$ cat src/rtl/bp_pkg.sv
// Shared types and defaults for the branch-resolution controller and its update queue.
package bp_pkg;

   localparam int unsigned BP_DATA_WIDTH  = 32;
   localparam int unsigned BP_QUEUE_DEPTH = 4;

   // One predictor training record; field width follows BP_DATA_WIDTH.
   typedef struct packed {
      logic [BP_DATA_WIDTH-1:0] pc;
      logic [BP_DATA_WIDTH-1:0] target;
      logic                     taken;
   } bp_update_t;

   typedef enum logic {
      IDLE     = 1'b0,
      REDIRECT = 1'b1
   } bp_ctrl_state_e;

   // Jumps are always taken; the branch outcome only matters for conditional branches.
   function automatic logic bp_actual_taken(input logic jump, input logic branch_taken);
      return jump | branch_taken;
   endfunction

endpackage

$ cat src/rtl/branch_resolve_ctrl_if.sv
// Predictor update port: queue head presented with a valid/ready handshake.
interface branch_resolve_ctrl_if
   import bp_pkg::*;
#(
   parameter int unsigned DATA_WIDTH = BP_DATA_WIDTH
) ();

   logic                  UpdValid;
   logic                  UpdReady;
   logic [DATA_WIDTH-1:0] UpdPC;
   logic [DATA_WIDTH-1:0] UpdTarget;
   logic                  UpdTaken;

   modport master (
      output UpdValid,
      output UpdPC,
      output UpdTarget,
      output UpdTaken,
      input  UpdReady
   );

   modport slave (
      input  UpdValid,
      input  UpdPC,
      input  UpdTarget,
      input  UpdTaken,
      output UpdReady
   );

endinterface

$ cat src/rtl/bp_update_fifo.sv
// Circular FIFO of predictor training records; DEPTH must be a power of two >= 2.
module bp_update_fifo
   import bp_pkg::*;
#(
   parameter int unsigned DEPTH = BP_QUEUE_DEPTH
) (
   input  logic       clk,
   input  logic       rst,
   input  logic       push_i,
   input  bp_update_t push_data_i,
   input  logic       pop_i,
   output bp_update_t head_o,
   output logic       full_o,
   output logic       empty_o
);

   localparam int unsigned PTR_W = $clog2(DEPTH);
   localparam int unsigned CNT_W = $clog2(DEPTH + 1);

   logic [PTR_W-1:0] wr_ptr_q, wr_ptr_d;
   logic [PTR_W-1:0] rd_ptr_q, rd_ptr_d;
   logic [CNT_W-1:0] count_q, count_d;
   bp_update_t       mem_q [DEPTH];
   logic             do_push;
   logic             do_pop;

   // Status flags, head view and pointer/occupancy next-state.
   always_comb begin
      full_o   = (count_q == CNT_W'(DEPTH));
      empty_o  = (count_q == '0);
      head_o   = mem_q[rd_ptr_q];
      do_push  = push_i & ~full_o;
      do_pop   = pop_i & ~empty_o;
      wr_ptr_d = wr_ptr_q;
      rd_ptr_d = rd_ptr_q;
      count_d  = count_q;
      // Pointers wrap for free because DEPTH is a power of two.
      if (do_push) wr_ptr_d = wr_ptr_q + PTR_W'(1);
      if (do_pop)  rd_ptr_d = rd_ptr_q + PTR_W'(1);
      case ({do_push, do_pop})
         2'b10:   count_d = count_q + CNT_W'(1);
         2'b01:   count_d = count_q - CNT_W'(1);
         default: count_d = count_q;
      endcase
   end

   // Pointer and occupancy registers; reset empties the queue.
   always_ff @(posedge clk) begin
      if (rst) begin
         wr_ptr_q <= '0;
         rd_ptr_q <= '0;
         count_q  <= '0;
      end else begin
         wr_ptr_q <= wr_ptr_d;
         rd_ptr_q <= rd_ptr_d;
         count_q  <= count_d;
      end
   end

   // Payload storage; contents are only meaningful between the pointers.
   always_ff @(posedge clk) begin
      if (do_push) mem_q[wr_ptr_q] <= push_data_i;
   end

endmodule

$ cat src/rtl/branch_resolve_ctrl.sv
// Execute-stage branch resolution: mispredict detection, fetch redirect/flush,
// and predictor training through a small update queue.
// Optional BP_STATS_EN adds saturating StatBranches/StatMispredicts counters.
module branch_resolve_ctrl
   import bp_pkg::*;
#(
   parameter int unsigned DATA_WIDTH  = BP_DATA_WIDTH,
   parameter int unsigned QUEUE_DEPTH = BP_QUEUE_DEPTH
) (
   input  logic                  clk,
   input  logic                  rst,
   input  logic                  ResValidE,
   input  logic                  JumpE,
   input  logic                  BranchTakenE,
   input  logic                  PredictTakenE,
   input  logic [DATA_WIDTH-1:0] PredictedTargetE,
   input  logic [DATA_WIDTH-1:0] PCE,
   input  logic [DATA_WIDTH-1:0] PCTargetE,
   output logic                  RedirectF,
   output logic [DATA_WIDTH-1:0] RedirectPCF,
   output logic                  FlushD,
   output logic                  FlushE,
   output logic                  BpStallE,
`ifdef BP_STATS_EN
   output logic [31:0]           StatBranches,
   output logic [31:0]           StatMispredicts,
`endif
   branch_resolve_ctrl_if.master upd
);

   bp_ctrl_state_e        state_q, state_d;
   logic [DATA_WIDTH-1:0] redir_pc_q, redir_pc_d;
   logic                  taken;
   logic                  mispredict;
   logic                  accept;
   logic                  q_full;
   logic                  q_empty;
   logic                  q_pop;
   bp_update_t            enq_data;
   bp_update_t            head;

   // Resolution datapath: actual outcome, mispredict compare, accept gate.
   always_comb begin
      taken      = bp_actual_taken(JumpE, BranchTakenE);
      mispredict = (PredictTakenE != taken) |
                   (taken & PredictTakenE & (PredictedTargetE != PCTargetE));
      accept     = ResValidE & ~q_full & (state_q == IDLE);
      enq_data.pc     = PCE;
      enq_data.target = PCTargetE;
      enq_data.taken  = taken;
      redir_pc_d = redir_pc_q;
      if (accept & mispredict)
         redir_pc_d = taken ? PCTargetE : PCE + DATA_WIDTH'(4);
   end

   // State and latched redirect target.
   always_ff @(posedge clk) begin
      if (rst) begin
         state_q    <= IDLE;
         redir_pc_q <= '0;
      end else begin
         state_q    <= state_d;
         redir_pc_q <= redir_pc_d;
      end
   end

   // Next state: one redirect cycle per accepted mispredict.
   always_comb begin
      state_d = state_q;
      case (state_q)
         IDLE:     if (accept & mispredict) state_d = REDIRECT;
         REDIRECT: state_d = IDLE;
         default:  state_d = IDLE;
      endcase
   end

   // Pipeline control outputs; stall uses pre-edge occupancy only.
   always_comb begin
      RedirectF   = (state_q == REDIRECT);
      FlushD      = (state_q == REDIRECT);
      FlushE      = (state_q == REDIRECT);
      RedirectPCF = (state_q == REDIRECT) ? redir_pc_q : '0;
      BpStallE    = ResValidE & q_full & (state_q == IDLE);
   end

   // Update port: queue head drives the handshake.
   always_comb begin
      upd.UpdValid  = ~q_empty;
      upd.UpdPC     = head.pc;
      upd.UpdTarget = head.target;
      upd.UpdTaken  = head.taken;
      q_pop         = ~q_empty & upd.UpdReady;
   end

   bp_update_fifo #(
      .DEPTH (QUEUE_DEPTH)
   ) u_fifo (
      .clk         (clk),
      .rst         (rst),
      .push_i      (accept),
      .push_data_i (enq_data),
      .pop_i       (q_pop),
      .head_o      (head),
      .full_o      (q_full),
      .empty_o     (q_empty)
   );

`ifdef BP_STATS_EN
   logic [31:0] stat_br_q;
   logic [31:0] stat_mis_q;

   // Saturating counters of accepted resolutions and accepted mispredicts.
   always_ff @(posedge clk) begin
      if (rst) begin
         stat_br_q  <= '0;
         stat_mis_q <= '0;
      end else begin
         if (accept && stat_br_q != '1)
            stat_br_q <= stat_br_q + 32'd1;
         if (accept && mispredict && stat_mis_q != '1)
            stat_mis_q <= stat_mis_q + 32'd1;
      end
   end

   assign StatBranches    = stat_br_q;
   assign StatMispredicts = stat_mis_q;
`endif

endmodule

$ cat src/flat_wrapper.sv
// flat-port wrapper written by rule: the top's interface ports become plain ports
module branch_resolve_ctrl_flat import bp_pkg::*;
#(
   parameter int unsigned DATA_WIDTH  = BP_DATA_WIDTH,
   parameter int unsigned QUEUE_DEPTH = BP_QUEUE_DEPTH
)
  (clk, rst, ResValidE, JumpE, BranchTakenE, PredictTakenE, PredictedTargetE, PCE, PCTargetE, RedirectF, RedirectPCF, FlushD, FlushE, BpStallE, upd_UpdValid, upd_UpdPC, upd_UpdTarget, upd_UpdTaken, upd_UpdReady);
  branch_resolve_ctrl_if #(.DATA_WIDTH(DATA_WIDTH)) upd_i ();
  input  logic clk;
  input  logic rst;
  input  logic ResValidE;
  input  logic JumpE;
  input  logic BranchTakenE;
  input  logic PredictTakenE;
  input  logic [DATA_WIDTH-1:0] PredictedTargetE;
  input  logic [DATA_WIDTH-1:0] PCE;
  input  logic [DATA_WIDTH-1:0] PCTargetE;
  output logic RedirectF;
  output logic [DATA_WIDTH-1:0] RedirectPCF;
  output logic FlushD;
  output logic FlushE;
  output logic BpStallE;
  output wire logic [$bits(upd_i.UpdValid)-1:0] upd_UpdValid;
  output wire logic [$bits(upd_i.UpdPC)-1:0] upd_UpdPC;
  output wire logic [$bits(upd_i.UpdTarget)-1:0] upd_UpdTarget;
  output wire logic [$bits(upd_i.UpdTaken)-1:0] upd_UpdTaken;
  input wire logic [$bits(upd_i.UpdReady)-1:0] upd_UpdReady;
  assign upd_UpdValid = upd_i.UpdValid;
  assign upd_UpdPC = upd_i.UpdPC;
  assign upd_UpdTarget = upd_i.UpdTarget;
  assign upd_UpdTaken = upd_i.UpdTaken;
  assign upd_i.UpdReady = upd_UpdReady;
  branch_resolve_ctrl #(.DATA_WIDTH(DATA_WIDTH), .QUEUE_DEPTH(QUEUE_DEPTH)) u_core (.clk(clk), .rst(rst), .ResValidE(ResValidE), .JumpE(JumpE), .BranchTakenE(BranchTakenE), .PredictTakenE(PredictTakenE), .PredictedTargetE(PredictedTargetE), .PCE(PCE), .PCTargetE(PCTargetE), .RedirectF(RedirectF), .RedirectPCF(RedirectPCF), .FlushD(FlushD), .FlushE(FlushE), .BpStallE(BpStallE), .upd(upd_i));
endmodule
$ cat config.mk
export PLATFORM = sky130hd
export DESIGN_NAME = branch_resolve_ctrl_flat
export DESIGN_NICKNAME = d
export VERILOG_FILES = /design/src/rtl/bp_pkg.sv /design/src/rtl/branch_resolve_ctrl_if.sv /design/src/rtl/bp_update_fifo.sv /design/src/rtl/branch_resolve_ctrl.sv /design/src/flat_wrapper.sv
export SDC_FILE = /design/constraint.sdc
export NUM_CORES = 1
export LEC_CHECK = 0
export BUFFER_PORTS_ARGS = -buffer_cell sky130_fd_sc_hd__buf_2
export CAP_MARGIN = 20
export CORE_ASPECT_RATIO = 1.75
export CORE_UTILIZATION = 40
export DETAILED_ROUTE_END_ITERATION = 10
export HOLD_SLACK_MARGIN = 0.1
export SYNTH_ARGS = -nofsm -noshare
export SYNTH_HDL_FRONTEND = slang
export SYNTH_SLANG_ARGS = --single-unit
$ cat constraint.sdc
create_clock -name clk -period 2.6 [get_ports clk]
set_input_delay 0.26 -clock clk [delete_from_list [all_inputs] [get_ports clk]]
set_output_delay 0.26 -clock clk [all_outputs]
set_load 0.02 [all_outputs]
==> results of run 1 <==
[Yosys cell counts (6+ instances only)]
library cell,count,area [µm²]
nand3_1,10,50.1
nand4_1,12,75.1
ha_1,7,87.6
nor2_1,54,203
and2_1,38,238
o41ai_1,12,105
dfxtp_1,42,841
buf_1,8,30.0
xor2_1,15,131
mux4_2,65,1460
nand2_1,10,37.5
a211oi_1,11,82.6
inv_1,24,90.1
nor4_1,6,37.5
edfxtp_1,260,7810
o21ai_0,28,140
nor3_1,15,75.1
mux2i_1,19,190
xnor2_1,48,420
nand2b_1,16,100
clkbuf_1,21,78.8
[registers in the layout, summed over array words and instances (netlist names), named ones only]
name	cells
u_core.u_fifo.mem_q	260
u_core.u_fifo.rd_ptr_q	2
u_core.u_fifo.count_q	3
u_core.redir_pc_q	32
u_core.u_fifo.wr_ptr_q	2
u_core.FlushD	1
[through the flow]
| stage | hold WS, ps | cell area (µm²) | power, µW | worst slack, ps |
|---|---|---|---|---|
| 2_1_floorplan | 359 | 12700 | 8570 | 342 |
| 3_3_place_gp | 445 | 14300 | 9910 | 225 |
| 3_5_place_dp | 445 | 14300 | 9940 | 217 |
| 4_1_cts | 145 | 15900 | 14300 | 206 |
| 5_1_grt | 176 | 15900 | 14700 | 53.2 |
| 6_report | 177 | 15900 | 14100 | 207 |
[routing by layer]
metal | vias to the layer above | routed length [µm]
met2 | 215 | 17000
met1 | 3828 | 12600
met3 | 55 | 1230
met5 | - | 0
li1 | 3522 | -
met4 | 0 | 1320
[worst max path at each step]
stage,to,cells after the start,start
detailed placement,u_core.redir_pc_q[24]$_SDFFE_PP0P_,9,PCTargetE[24]
CTS,u_core.redir_pc_q[24]$_SDFFE_PP0P_,10,PCTargetE[1]
floorplan,u_core.u_fifo.mem_q[0][0]$_DFFE_PP_,3,u_core.FlushD$_SDFF_PP0_
finish,u_core.redir_pc_q[30]$_SDFFE_PP0P_,10,PCE[2]
global placement,u_core.redir_pc_q[23]$_SDFFE_PP0P_,9,PCTargetE[24]
global route,u_core.redir_pc_q[0]$_SDFFE_PP0P_,10,PCTargetE[19]
[cells by family (layout without fill, tap and decap cells)]
| group | count (synthesis) | after routing | synth area share |
|---|---|---|---|
| AO/OA/AOI/OAI | 63 | 63 | 0.0331 |
| XOR/XNOR | 63 | 63 | 0.0434 |
| adder cells (fa/ha/maj) | 8 | 8 | 0.00847 |
| buffers and inverters | 67 | 368 | 0.0258 |
| flip-flops | 302 | 302 | 0.681 |
| multiplexers | 85 | 85 | 0.131 |
| AND/OR/NAND/NOR | 182 | 182 | 0.0770 |
[area by class of cell]
| class | instances | area (µm²) | area share |
|---|---|---|---|
| clock buffers | 30 | 687 | 0.0432 |
| clock inverters | 17 | 263 | 0.0165 |
| inverters | 24 | 90.1 | 0.00566 |
| multi-input cells | 401 | 3740 | 0.235 |
| flip-flops and latches | 302 | 8650 | 0.544 |
| well taps | 396 | 495 | 0.0311 |
| repair buffers | 297 | 1980 | 0.125 |
[power by group]
| group | total [µW] | switching (µW) | internal (µW) | leakage (µW) |
|---|---|---|---|---|
| logic | 3840 | 2210 | 1630 | 0.00245 |
| registers | 5990 | 161 | 5830 | 0.00272 |
| clock network | 4280 | 1760 | 2520 | 0.000462 |
[worst max-delay path: stages]
cell           delay, ps
dlygate4sd3_1        520
buf_2                190
ha_1                 230
nand2_1              120
nor4_1               600
buf_4                260
nand3_1              100
xor2_1               180
a211o_1              290
mux2i_1              110
==> flow_metrics.tcl, run 1 <==
set metrics [dict create \
    grt_use_met2 0.357 \
    worstMarginPinSlew_ps 687 \
    cp_data_required_time_ps 3080 \
    wl_per_cell_um 21.9 \
    avgViaCountPerCell 5.19 \
    rows 86 \
    drc_errors 0 \
    totalWireLength_mm 32.2 \
    hold_depth 4 \
    instances_no_fill 1467 \
    clk_path_buf_depth 3 \
    clkTransAtPathRegs_ps 70 \
    syn_area_per_cell_um2 16.5 \
    slew_viol_final 0 \
    diodes 0 \
    seq_area_frac_synth 0.681 \
    core_area_um2 31300 \
    start_kind "input port" \
    synth_edf_count 260 \
    leakagePower_uw 0.00564 \
    fin_skew_ps 17.8 \
    ctsHoldBuffers 65 \
    synth_cells 770 \
    postCtsSetupBuffers 0 \
    antenna_found_initial 0 \
    initial_core_util 0.406 \
    status "finished, final reports clean" \
    path_class "input port to flip-flop" \
    grt_pass1_vias 7703 \
    grt_use_met1 0.243 \
    setup_viol 0 \
    yosysWarningCount 0 \
    hold_viol 0 \
    rsz0062_at_grt "false" \
    fillers 2683 \
    first_pass_iters 4 \
    final.min_clock_period_ps 2390 \
    r2r-start "u_core.FlushD$_SDFF_PP0_" \
    async_reset_ff_frac 0 \
    cts_tree "yes" \
    die_h_um 238 \
    post_cts_resized 0 \
    gp_congestion 0.831 \
    clkLatencyLatePin_ps 540 \
    hold_path_class "input port to flip-flop" \
    dieArea_um2 32500 \
    vias 7620 \
    worstPathMaxFanout 8 \
    final_common_cell "edfxtp_1" \
    area_growth_syn_to_layout_pct 25.3 \
    reg2reg_depth 10 \
    place.detailed.hpwl_mm 21.7 \
    layout.nets 1164 \
    max_freq_mhz 418 \
    io_buffers 204 \
    final_core_util 0.508 \
    power_density_nw_per_um2 886 \
    grt_max_degree 66 \
    grt-ovfl-total 0 \
    htreeDepth 1 \
    final_cell_mix "edfxtp_1, buf_2, mux4_2, dlygate4sd3_1, nor2_1" \
    grt_pass1_wl_mm 46.9 \
    synth_ff_type "edfxtp_1" \
    synth_cell_types 49 \
    layout-drive-gt1-share 0.331 \
    grt_use_total 0.202 \
    ios 205 \
    syn_nets 881 \
    synth_seq_cells 302 \
    relSlewSlack 0.538 \
    drtAntennaViolNets 0 \
    worstReg2RegEnd "u_core.u_fifo.count_q[2]$_SDFFE_PP0P_" \
    min_period_over_period 0.921 \
    cts.sinks 302 \
    mappedNetlistArea_um2 12700 \
    irDropWorstVdd_mv 0.660 \
    met3_usage 0.0200 \
    crit_path_end_kind "flip-flop" \
    arrival_ps 2870 \
    drt_iter0_drc 452 \
    die_w_um 137 \
    cts_root_buf "clkbuf_16" \
    grt.busiest_layer "met2" \
    placed_cells 1355 \
    numCtsBuffers 27 \
    ff2ff_setup_slack_ps 510 \
    cap_violations 0 \
    tns_ps 0 \
    hold_start "upd_UpdReady" \
]
(Power assumes the default switching activity.)
==> run 2, diff against run 1 <==
CTS_BUF_LIST = sky130_fd_sc_hd__clkbuf_4 sky130_fd_sc_hd__clkbuf_8 sky130_fd_sc_hd__clkbuf_16   (was default)
==> run 2 against run 1 <==
- fmax hardly changed
- sequential power hardly changed
- via count is 0.26% lower
- sequential share of layout area hardly changed
- clock power hardly changed
==> flow_metrics.tcl, run 2 (synthesized netlist as in run 1, its figures left out) <==
set metrics [dict create \
    status "finished, final reports clean" \
    ff2ff_setup_slack_ps 510 \
    relSlewSlack 0.539 \
    htreeDepth 1 \
    drtAntennaViolNets 0 \
    grt_use_total 0.202 \
    numCtsBuffers 27 \
    p_switching_uw 4120 \
    grt_pass1_vias 7707 \
    diodes 0 \
    vias 7600 \
    cts_tree "yes" \
    max_freq_mhz 418 \
    hold_depth 4 \
    hold_viol 0 \
    core_area_um2 31300 \
    cts_root_buf "clkbuf_16" \
    setup_viol 0 \
    reg2reg_depth 10 \
    largest_register_ffs 260 \
    io_buffers 204 \
    cts.sinks 302 \
    die_w_um 137 \
    slew_viol_final 0 \
    worstMarginPinSlew_ps 686 \
    antenna_found_initial 0 \
    worstPathMaxFanout 8 \
    grt_max_degree 66 \
    power_density_nw_per_um2 887 \
    fin_skew_ps 19.3 \
    hold_start "upd_UpdReady" \
    switching_share 0.292 \
    leakagePower_uw 0.00565 \
    layout-drive-gt1-share 0.333 \
    totalWireLength_mm 32.1 \
    clk_path_buf_depth 3 \
    regArea_um2 8650 \
    cp_data_required_time_ps 3080 \
    clkTransAtPathRegs_ps 70 \
    drc_errors 0 \
    final_common_cell "edfxtp_1" \
    internal_power_uw 10000 \
    area_growth_syn_to_layout_pct 25.4 \
    layout.nets 1164 \
    multi_input_area_um2 3740 \
    rows 86 \
    dieArea_um2 32500 \
    initial_core_util 0.406 \
    p_clk_frac 0.304 \
    drt_iter0_drc 458 \
    r2r-start "u_core.FlushD$_SDFF_PP0_" \
    grt-ovfl-total 0 \
    avgViaCountPerCell 5.18 \
    die_h_um 238 \
    grt_pass1_wl_mm 46.9 \
    ios 205 \
    first_pass_iters 5 \
    path_class "input port to flip-flop" \
    cap_violations 0 \
    gp_congestion 0.831 \
    rsz0062_at_grt "false" \
    crit_path_end_kind "flip-flop" \
    wl_per_cell_um 21.9 \
    final.min_clock_period_ps 2390 \
    regMostFlops "u_core.u_fifo.mem_q" \
    postCtsSetupBuffers 0 \
    p_seq_frac 0.424 \
    irDropWorstVdd_mv 0.659 \
    min_period_over_period 0.920 \
    worstReg2RegEnd "u_core.u_fifo.count_q[2]$_SDFFE_PP0P_" \
    tns_ps 0 \
    final_core_util 0.509 \
    combPwrFrac 0.272 \
    arrival_ps 2870 \
    place.detailed.hpwl_mm 21.7 \
    final_cell_mix "edfxtp_1, buf_2, mux4_2, dlygate4sd3_1, nor2_1" \
    top_regs "u_core.u_fifo.mem_q (260), u_core.redir_pc_q (32), u_core.u_fifo.count_q (3)" \
    clkLatencyLatePin_ps 540 \
    start_kind "input port" \
    fillers 2682 \
    hold_path_class "input port to flip-flop" \
]
[run 2: changes by cell type in the layout (fill, tap and decap cells not counted)]
cell      before  now
clkbuf_4       0    3
clkbuf_1       3    0
[run 2: per-stage QoR]
step           worst slack, ps  power (µW)  cells  cell area, µm²  hold slack (ps)
2_1_floorplan              342        8570    770           12700              359
3_3_place_gp               225        9910   1355           14300              445
3_5_place_dp               217        9940   1355           14300              445
4_1_cts                    206       14300   1467           15900              145
5_1_grt                   53.2       14700   1467           15900              176
6_report                   208       14100   1467           15900              172
[run 2: critical path, cell delays in order]
cell           delay, ps
dlygate4sd3_1        520
buf_2                200
ha_1                 230
nand2_1              120
nor4_1               600
buf_4                260
nand3_1              100
xor2_1               180
a211o_1              290
mux2i_1              110
[run 2: power by group through the flow]
| stage | Sequential (µW) | Clock [µW] | Combinational (µW) |
|---|---|---|---|
| after detailed placement | 6090 | 0 | 3850 |
| after floorplan | 6040 | 0 | 2530 |
| after global routing | 6030 | 4570 | 4120 |
| final | 5990 | 4300 | 3840 |
| after global placement | 6070 | 0 | 3840 |
| after CTS | 5990 | 4400 | 3940 |
[run 2: routing by layer]
metal / share of wire / vias up / track usage
met2: 0.53 / 216 / 0.357
met1: 0.39 / 3808 / 0.243
met3: 0.037 / 55 / 0.0200
li1: - / 3521 / -
met5: 0 / - / 0
met4: 0.041 / 0 / 0.0970
[run 2: how the worst max path moves through the flow]
stage,from,slack [ps],end,cells past startpoint
floorplan,u_core.FlushD$_SDFF_PP0_,340,u_core.u_fifo.mem_q[0][0]$_DFFE_PP_,3
global placement,PCTargetE[24],220,u_core.redir_pc_q[23]$_SDFFE_PP0P_,9
detailed placement,PCTargetE[24],220,u_core.redir_pc_q[24]$_SDFFE_PP0P_,9
CTS,PCTargetE[1],210,u_core.redir_pc_q[24]$_SDFFE_PP0P_,10
global route,PCTargetE[19],50,u_core.redir_pc_q[0]$_SDFFE_PP0P_,10
finish,PCE[2],210,u_core.redir_pc_q[30]$_SDFFE_PP0P_,10
[run 2: timing repair]
| action | in CTS | in global routing |
|---|---|---|
| hold endpoints to repair | 260 | 0 |
| hold buffers | 65 | 0 |
| resized for setup | 0 | 0 |
[run 2: final cells by class]
type | instances | area share
Clock buffer | 30 | 0.0438
Clock inverter | 17 | 0.0165
Inverter | 24 | 0.00566
Multi-Input combinational cell | 401 | 0.235
Sequential cell | 302 | 0.543
Tap cell | 396 | 0.0311
Timing Repair Buffer | 297 | 0.124
==> run 3, diff against run 2 <==
ABC_AREA = 1   (was default)
==> run 3 against run 2 <==
- routed wire length rose by 14%
- combinational power barely moved
- die area rose by 4.1%
- non-clock buffer count fell by 5
- hold slack improved by 180 ps
- final area rose by 2.5%
- clock skew fell by 5.9 ps
- clock power fell by 3%
- critical path type is now flip-flop to output pin
- largest cell class unchanged
==> flow_metrics.tcl, run 3 <==
set metrics [dict create \
    status "finished, final reports clean" \
    fin_hold_ws_ps 354 \
    yosysWarningCount 0 \
    antenna_found_initial 1 \
    grt_use_total 0.216 \
    synth_top_area_frac 0.590 \
    final_cell_mix "edfxtp_1, nand2_1, nor2_1" \
    top_regs "u_core.u_fifo.mem_q (260), u_core.redir_pc_q (32), u_core.u_fifo.count_q (3)" \
    mappedNetlistArea_um2 13200 \
    synth_cells 1279 \
    relSlewSlack 0.569 \
    grt_max_degree 71 \
    rows 87 \
    r2r-start "u_core.u_fifo.count_q[0]$_SDFFE_PP0P_" \
    ios 205 \
    cap_violations 0 \
    hold_viol 0 \
    setup_viol 0 \
    numCtsBuffers 26 \
    arrival_ps 2210 \
    clk_path_buf_depth 3 \
    largest_register_ffs 260 \
    grt_pass1_wl_mm 55.0 \
    clkLatencyLatePin_ps 540 \
    path_class "flip-flop to output pin" \
    async_reset_ff_frac 0 \
    slew_viol_final 0 \
    hold_start "ResValidE" \
    synth_edf_count 260 \
    ys_top_cells_by_area "edfxtp_1, dfxtp_1, nand2_1, nor2_1, o21ai_0" \
    place.detailed.hpwl_mm 23.3 \
    die_w_um 139 \
    cts_tree "yes" \
    yosysMostFrequentCell "edfxtp_1" \
    avgViaCountPerCell 5.07 \
    clkTransAtPathRegs_ps 70 \
    htreeDepth 1 \
    seq_area_frac_synth 0.654 \
    first_pass_iters 5 \
    met3_usage 0.0215 \
    core_area_um2 32400 \
    area_growth_syn_to_layout_pct 23.3 \
    grt.busiest_layer "met2" \
    gp_congestion 0.838 \
    regArea_um2 8650 \
    final.min_clock_period_ps 2470 \
    syn_area_per_cell_um2 10.3 \
    final_common_cell "edfxtp_1" \
    start_kind "flip-flop" \
    fin_ws_ps 126 \
    initial_core_util 0.408 \
    io_buffers 204 \
    synth_ff_type "edfxtp_1" \
    max_freq_mhz 404 \
    wl_per_cell_um 18.7 \
    layout-drive-gt1-share 0.193 \
    drc_errors 0 \
    vias 9901 \
    totalWireLength_mm 36.6 \
    place_ws_ps 324 \
    rsz0062_at_grt "false" \
    hold_path_class "input port to flip-flop" \
    worstMarginPinSlew_ps 646 \
    grt_use_met1 0.253 \
    synth_cell_types 40 \
    drtAntennaViolNets 0 \
    fillers 2969 \
    crit_path_end_kind "output pin" \
    grt-ovfl-total 0 \
    post_cts_resized 0 \
    synth_seq_cells 302 \
    fin_skew_ps 13.4 \
    drt_iter0_drc 708 \
    worstPathMaxFanout 60 \
    power_density_nw_per_um2 854 \
    cp_data_required_time_ps 2340 \
    regMostFlops "u_core.u_fifo.mem_q" \
    leakagePower_uw 0.00662 \
    grt_use_met2 0.394 \
    dieArea_um2 33800 \
    grt_pass1_vias 9539 \
    cts_root_buf "clkbuf_16" \
    syn_nets 1390 \
    multi_input_area_um2 3930 \
    die_h_um 243 \
    min_period_over_period 0.951 \
    synth_top_area_cell "edfxtp_1" \
    irDropWorstVdd_mv 0.493 \
    cts.sinks 302 \
    layout.nets 1643 \
    netlist_top_cells_count "edfxtp_1, nand2_1, nor2_1, o21ai_0, inv_1" \
]
==> run 3: per-stage QoR <==
step / power (µW) / setup TNS, ps / std cells / utilization / instance area [µm²]
6_report: 13900 / 0 / 1952 / 0.503 / 16300
3_5_place_dp: 9860 / 0 / 1838 / 0.454 / 14700
4_1_cts: 14100 / 0 / 1951 / 0.503 / 16300
5_1_grt: 14500 / 0 / 1952 / 0.503 / 16300
2_1_floorplan: 8390 / -161440 / 1279 / - / 13200
3_3_place_gp: 9790 / 0 / 1838 / 0.454 / 14700
==> run 3: final timing paths <==
check,to,slack [ps],cells after the start
hold / removal,u_core.u_fifo.wr_ptr_q[1]$_SDFFE_PP0P_,350,6
hold reg to reg,flip-flop,470,2
setup / recovery,upd_UpdPC[19],130,4
setup reg to reg,u_core.u_fifo.count_q[2]$_SDFFE_PP0P_,540,10
==> run 3: kinds of logic after synthesis <==
family	Yosys count	synth area share
fa+ha+maj	8	0.00813
mux	2	0.00151
buf+inv	171	0.0515
flops	302	0.654
simple gates	506	0.158
xor+xnor	38	0.0252
compound gates	252	0.103
==> run 3: per-layer routing <==
layer	up-vias	part of all wire
met5	-	0
met1	4745	0.40
met4	0	0.039
met2	256	0.52
met3	61	0.040
li1	4839	-
==> run 3: area by class of cell <==
cell class,count,share of cell area
diodes,1,0.000153
clock buffers,30,0.0428
clock inverters,17,0.0133
inverters,104,0.0241
multi-input cells,806,0.241
flip-flops and latches,302,0.530
well taps,400,0.0307
repair buffers,292,0.118
==> run 3: timing repair <==
item,CTS,global route
buffers inserted,0,0
hold buffers,66,0
endpoints found under the hold margin,258,0
==> run 3: power by group <==
part / switching, µW / leakage [µW] / internal, µW
combinational: 2680 / 0.00345 / 1160
clock: 1730 / 0.000451 / 2430
sequential: 148 / 0.00272 / 5790
==> run 3: critical path, cell delays in order (launching register included) <==
cell and delay, ps:
dfxtp_4 380, buf_4 490, o21ai_0 220, o22ai_1 300, buf_2 230
